[config.mk]
export PLATFORM = sky130hd
export DESIGN_NAME = ysyx_24090003_mem_arbiter
export DESIGN_NICKNAME = d
export VERILOG_FILES = /design/src/rtl/ysyx_24090003_mem_arbiter.sv
export SDC_FILE = /design/constraint.sdc
export NUM_CORES = 1
export LEC_CHECK = 0
export ABC_CLOCK_PERIOD_IN_PS = 2130
export BUFFER_PORTS_ARGS = -buffer_cell sky130_fd_sc_hd__buf_2
export CAP_MARGIN = 20
export CORE_AREA = 2 2 108 110
export CTS_CLUSTER_DIAMETER = 100
export DETAILED_ROUTE_END_ITERATION = 12
export DIE_AREA = 0 0 110 112
export MAX_ROUTING_LAYER = met4
export PLACE_DENSITY = 0.74
export SLEW_MARGIN = 20
export SYNTH_ARGS = -nofsm -noshare
export SYNTH_HDL_FRONTEND = slang
export SYNTH_SLANG_ARGS = --single-unit
export TNS_END_PERCENT = 50
[constraint.sdc]
create_clock -name i_clk -period 2.13 [get_ports i_clk]
set_clock_uncertainty 0.15 [all_clocks]
set_input_delay 0.213 -clock i_clk [delete_from_list [all_inputs] [get_ports i_clk]]
set_output_delay 0.213 -clock i_clk [all_outputs]
set_load 0.01 [all_outputs]
[src/rtl/ysyx_24090003_mem_arbiter.sv]
// rtl/ysyx_24090003_mem_arbiter.sv - round-robin IFU/LSU arbiter for the single memory port
//
// Purpose:
//   Shares one memory port between instruction fetch (IFU) and load/store (LSU).
//   One transaction is outstanding at a time: IDLE -> REQ -> RESP -> IDLE.
//   The request payload is captured at grant time and driven from registers.
//   The response is steered back to whichever requester owns the transaction.
//
// Ports:
//   i_clk, i_rst                       clock, synchronous active-high reset
//   i_if_req/i_if_addr                 IFU request (held until o_if_gnt)
//   o_if_gnt/o_if_rvalid/o_if_rdata    IFU grant and fetch response
//   i_ls_req/addr/wdata/we/wmask       LSU request (held until o_ls_gnt)
//   o_ls_gnt/o_ls_rvalid/o_ls_rdata    LSU grant and load/store response
//   o_mem_en/we/addr/wdata/wmask       registered request to memory
//   i_mem_ready                        memory accepts the request
//   i_mem_rvalid/i_mem_rdata           memory response
//   o_busy                             a transaction is in flight

module ysyx_24090003_mem_arbiter #(
  parameter int AW = 32,
  parameter int DW = 32
) (
  input  logic          i_clk,
  input  logic          i_rst,
  input  logic          i_if_req,
  input  logic [AW-1:0] i_if_addr,
  output logic          o_if_gnt,
  output logic          o_if_rvalid,
  output logic [DW-1:0] o_if_rdata,
  input  logic          i_ls_req,
  input  logic [AW-1:0] i_ls_addr,
  input  logic [DW-1:0] i_ls_wdata,
  input  logic          i_ls_we,
  input  logic [2:0]    i_ls_wmask,
  output logic          o_ls_gnt,
  output logic          o_ls_rvalid,
  output logic [DW-1:0] o_ls_rdata,
  output logic          o_mem_en,
  output logic          o_mem_we,
  output logic [AW-1:0] o_mem_addr,
  output logic [DW-1:0] o_mem_wdata,
  output logic [2:0]    o_mem_wmask,
  input  logic          i_mem_ready,
  input  logic          i_mem_rvalid,
  input  logic [DW-1:0] i_mem_rdata,
  output logic          o_busy
);

  typedef enum logic [1:0] {
    IDLE = 2'd0,
    REQ  = 2'd1,
    RESP = 2'd2
  } state_t;

  state_t          state;
  logic            last_ls;   // 1 = LSU won the most recent grant
  logic            owner_ls;  // 1 = LSU owns the in-flight transaction
  logic            mem_en_q;
  logic            we_q;
  logic [AW-1:0]   addr_q;
  logic [DW-1:0]   wdata_q;
  logic [2:0]      wmask_q;

  logic            idle_ok;
  logic            if_gnt;
  logic            ls_gnt;
  logic            resp_fire;

  // Grants are suppressed during reset so nothing is accepted in a reset cycle.
  assign idle_ok = (state == IDLE) && !i_rst;

  // On a tie the side that did not win last time is granted.
  assign ls_gnt = idle_ok && i_ls_req && (!i_if_req || !last_ls);
  assign if_gnt = idle_ok && i_if_req && (!i_ls_req || last_ls);

  // Responses only count in RESP; anything seen in IDLE or REQ is dropped.
  assign resp_fire = !i_rst && (state == RESP) && i_mem_rvalid;

  assign o_if_gnt    = if_gnt;
  assign o_ls_gnt    = ls_gnt;
  assign o_if_rvalid = resp_fire && !owner_ls;
  assign o_ls_rvalid = resp_fire && owner_ls;
  assign o_if_rdata  = i_mem_rdata;
  assign o_ls_rdata  = i_mem_rdata;

  assign o_mem_en    = mem_en_q;
  assign o_mem_we    = we_q;
  assign o_mem_addr  = addr_q;
  assign o_mem_wdata = wdata_q;
  assign o_mem_wmask = wmask_q;
  assign o_busy      = (state != IDLE);

  always_ff @(posedge i_clk) begin
    if (i_rst) begin
      state    <= IDLE;
      last_ls  <= 1'b0;
      owner_ls <= 1'b0;
      mem_en_q <= 1'b0;
      we_q     <= 1'b0;
      addr_q   <= '0;
      wdata_q  <= '0;
      wmask_q  <= 3'b000;
    end else begin
      case (state)
        IDLE: begin
          if (ls_gnt) begin
            addr_q   <= i_ls_addr;
            wdata_q  <= i_ls_wdata;
            we_q     <= i_ls_we;
            wmask_q  <= i_ls_wmask;
            owner_ls <= 1'b1;
            last_ls  <= 1'b1;
            mem_en_q <= 1'b1;
            state    <= REQ;
          end else if (if_gnt) begin
            // Fetches are always word reads.
            addr_q   <= i_if_addr;
            wdata_q  <= '0;
            we_q     <= 1'b0;
            wmask_q  <= 3'b010;
            owner_ls <= 1'b0;
            last_ls  <= 1'b0;
            mem_en_q <= 1'b1;
            state    <= REQ;
          end
        end
        REQ: begin
          // Payload stays put; only the enable drops once memory accepts.
          if (i_mem_ready) begin
            mem_en_q <= 1'b0;
            state    <= RESP;
          end
        end
        RESP: begin
          if (i_mem_rvalid) begin
            state <= IDLE;
          end
        end
        default: begin
          mem_en_q <= 1'b0;
          state    <= IDLE;
        end
      endcase
    end
  end

endmodule

After elaboration in Yosys (flattened, before gate mapping):

Cells that the tools add are included.

* register bits: 72
* bits of input ports: 138
* output and inout bits: 138
* logic and storage cells: 52

* eq/ne operators: 5
* multiplexer cells: 18
* bitwise operators: 1
* reductions and logical operators: 21

Operators by type and width (number)
* 32-bit 2-to-1 mux: 4
* 1-bit logical AND: 9
* 2-bit 2-to-1 mux: 4
* 1-bit 2-to-1 mux: 6
* 3-bit 2-to-1 mux: 2
* 2-bit one-hot mux with 3 select lines: 1
* 3-bit AND reduction: 2
* 1-bit logical NOT: 4
* 2-bit != test, second input constant: 2
* 2-bit nonzero test: 2
* 3-bit != test, second input constant: 1
* 1-bit one-hot mux with 3 select lines: 1
* 2-bit by 1-bit equality test with 1-bit output, second input constant: 1
* 2-bit equality test, second input constant: 1
* 2-bit logical NOT: 1
* 1-bit logical OR: 2
* 2-bit AND reduction: 1
* 1-bit inverter: 1

Logic depth before layout (Yosys ltp):

* depth after elaboration: 7
* gate-level depth with buffers: 6
* gate-level depth less buffers: 3

Worst setup path after synthesis:

OpenSTA, ideal clock, no wires.

* kind: reg2out
* start: register state[1]
* end: output o_if_gnt
* arrival: 1248 ps
* required time: 1767 ps
* slack: 519 ps
* cell stages (with the launch flop): 6
* path buffers: 3
* cells stage by stage: dfxtp_1 buf_6 or3_1 buf_6 buf_6 nor2_1

* longest elaborated chain between the ends: 4

Ends and longest elaborated chain
* start: declaration: line 56 `state_t state;`
* start signal: assignment: line 96 `state <= IDLE;`
* start signal: assignment: line 115 `state <= REQ;`
* start signal: assignment: line 125 `state <= REQ;`
* 2-bit logical NOT: line 71 `assign idle_ok = (state == IDLE) && !i_rst;`
* 1-bit logical AND: line 71
* 1-bit logical AND (2 in series): line 75 `assign if_gnt = idle_ok && i_if_req && (!i_ls_req || last_ls);`
* end: declaration: line 28 `output logic o_if_gnt,`

Every way passes these cells.

Worst setup path in the final report:

Ends and elaborated chain as after synthesis.

==> reports/metrics.yaml <==
logic_synthesis:
  yosysSeqAreaShare: 0.3879
  synth_edf_count: 0
  synth-main-ff-cell: "dfxtp_1"
  yosysWarningCount: 0
  yosys.area.top_type: "dfxtp_1"
  synth_area_leaders: "dfxtp_1 39%, buf_4 14%, a21oi_1 9.6%"
  syn_avg_cell_area_um2: 8.276
  syn_inst: 449
  synth-seq-cells: 72
  yosys.cell_types.count: 26
  synth_top_area_share: 0.3879
  synth-async-reset-ratio: 0
  synth_area_mm2: 0.003716
  synth_fp_nets: 587
floorplanning:
  rows: 39
  die_area_mm2: 0.01232
  die_h_um: 112
  ios: 276
  start_util: 0.3325
  die_w_um: 110
  placeableCoreArea_mm2: 0.01117
layout:
  drive_above_1_share: 0.3531
  antenna_cells: 0
  fin_nets: 723
  final_common_cell: "buf_2"
  final_cell_count_no_fill: 732
  layout_common_cells: "179 x buf_2, 72 x dfxtp_1, 71 x a21oi_1, 67 x nand3_1, 49 x dlygate4sd3_1"
  area_growth_pct: 30.51
routing:
  route.detailed.drc: 0
  wl_um: 11860
  num_vias: 3960
  dr_wl_met3_um: 1057
  routed_via_density: 5.410
  highest_layer: "met4"
  first_pass_iters: 7
  wl_met2_um: 5562
  ant_nets: 0
  wire_per_inst_um: 16.21
  wl_met1_um: 4702
  drt_iter0_drc: 444
setup_path:
  worstPathMaxFanout: 38
  ff2ff_setup_slack_ns: 0.27
  r2r_start: "state[1]"
  ff2ff_path_depth: 4
  endpoint_kind: "output port"
  timing.rr.end: "o_mem_addr[3]"
  critical_path_class: "flip-flop to output port"
  cp.required_ns: 1.77
  start_kind: "flip-flop"
  arrival_ns: 1.67
clock_network:
  clkSinkCount: 72
  cts_htree_levels: 3
  root_buffer: "clkbuf_16"
  cts_buffers: 9
  cts_setup_buffers: 0
  cts.path.max_buffers: 2
  cts_tree: "done"
  path_clk_slew_ns: 0.06
  insertion_delay_ns: 0.34
flow_run:
  maxCapViolations: 0
placement:
  portBuffers: 179
  dp_hpwl_um: 7467
  dpl.cell_count: 668
  place.gp.congestion: 0.7178
grt:
  grt.total_usage: 0.1918
  overflow: 0
  grt_max_degree: 74
  grt_pass1_vias: 3600
  grt_pass1_wl_um: 17840
  antenna_found_initial: 0
hold_path:
  min_path_type: "input port to flip-flop"
  hp-start: "i_ls_addr[23]"
  holdPathEnd: "o_mem_addr[23]"
  min_path_cells: 3
power_and_ir_drop:
  intPower_uw: 2578
  switching_share: 0.2951
  combPwrFrac: 0.223
  switchingPower_uw: 1079
  ir_drop_mv: 0.3799
  p_clk_frac: 0.362
  powerDensity_mw_per_mm2: 754.2
  pwr-share-seq: 0.416
  p_total_uw: 3658
  p_leak_uw: 0.002067
timing:
  rsz0062_at_grt: "no"
  slew_viol_final: 0
  min_period_over_period: 0.9566
  fmax_mhz: 490.8
  tightest_slew_ns: 0.8218
  fin_tns_setup_ns: 0
  fin_crit_ns: 2.037
  finalHoldViolations: 0
  relSlewSlack: 0.4521
  setup_viol: 0
run_status:
  status: "completed"
-- per-stage QoR --
stage	worst slack (ns)	cell area, um2	utilization	hold WS [ns]
after floorplan	0.5186	3716	-	0.1524
after detailed placement	0.2109	4096	0.3666	0.2761
after global placement	0.2803	4096	0.3666	0.2746
final	0.09253	4850	0.4340	0.01358
after global routing	0.03116	4850	0.4340	0.01248
after CTS	0.08212	4850	0.4340	0.0001537
-- worst max-delay path by stage --
stage,start,to,cells after the start
after floorplan,state[1],o_if_gnt,5
after global placement,state[1],o_if_gnt,4
after detailed placement,state[1],o_mem_addr[12],4
after CTS,state[1],o_if_gnt,4
after global routing,state[1],o_if_gnt,4
final,state[1],o_if_gnt,4
-- worst max-delay path: stages (launching register included) --
cell and delay (ns):
dfxtp_1 0.40, or3_4 0.47, buf_6 0.21, nor2_1 0.12, buf_2 0.13
-- metal layers --
| layer | vias to the layer above | global-route usage |
|---|---|---|
| met5 | - | - |
| met4 | 0 | 0.1190 |
| met3 | 60 | 0.04684 |
| met2 | 229 | 0.2990 |
| met1 | 1832 | 0.2175 |
| li1 | 1839 | - |
-- what timing repair did --
item | 4_1_cts | 5_1_grt
hold endpoints to repair | 46 | 0
gates resized for setup | 2 | 0
hold buffers | 49 | 0
endpoints found under the setup margin | 2 | 0
-- synth_stat cells (2+ instances only) --
| cell type | number |
|---|---|
| o21ai_1 | 25 |
| buf_4 | 68 |
| a21oi_1 | 71 |
| inv_1 | 3 |
| nand3_1 | 67 |
| o21ai_0 | 44 |
| nor3_1 | 2 |
| buf_6 | 12 |
| clkbuf_1 | 12 |
| dfxtp_1 | 72 |
| nand2_1 | 4 |
| nor2_1 | 5 |
| a311oi_1 | 33 |
| buf_2 | 19 |
-- cell families after synthesis --
logic type | count (synthesis) | share of synthesized area
AOI/OAI and AO/OA | 176 | 0.2744
buffers and inverters | 115 | 0.2155
DFF | 72 | 0.3879
and+or+nand+nor | 86 | 0.1222
-- state kept, by name, summed over array words and instances, names as in the netlist --
| register | cells |
|---|---|
| o_mem_addr | 32 |
| o_mem_en | 1 |
| o_mem_wdata | 32 |
| o_mem_we | 1 |
| o_mem_wmask | 3 |
| owner_ls | 1 |
| state | 2 |
-- power by group through the flow --
stage	logic [uW]	registers [uW]	clock network [uW]
finish	814	1520	1320
global route	891	1530	1420
CTS	802	1520	1370
detailed placement	729	1550	0
global placement	713	1540	0
floorplan	558	1580	0
-- final cells by class --
class,count,area [um2]
Fill cell,1097,6325
Multi-Input combinational cell,262,1493
Timing Repair Buffer,237,1470
Sequential cell,72,1441
Clock buffer,11,232.7
Tap cell,143,178.9
Clock inverter,4,22.52
Inverter,3,11.26
No activity file was read; power rests on OpenSTA's default activity.
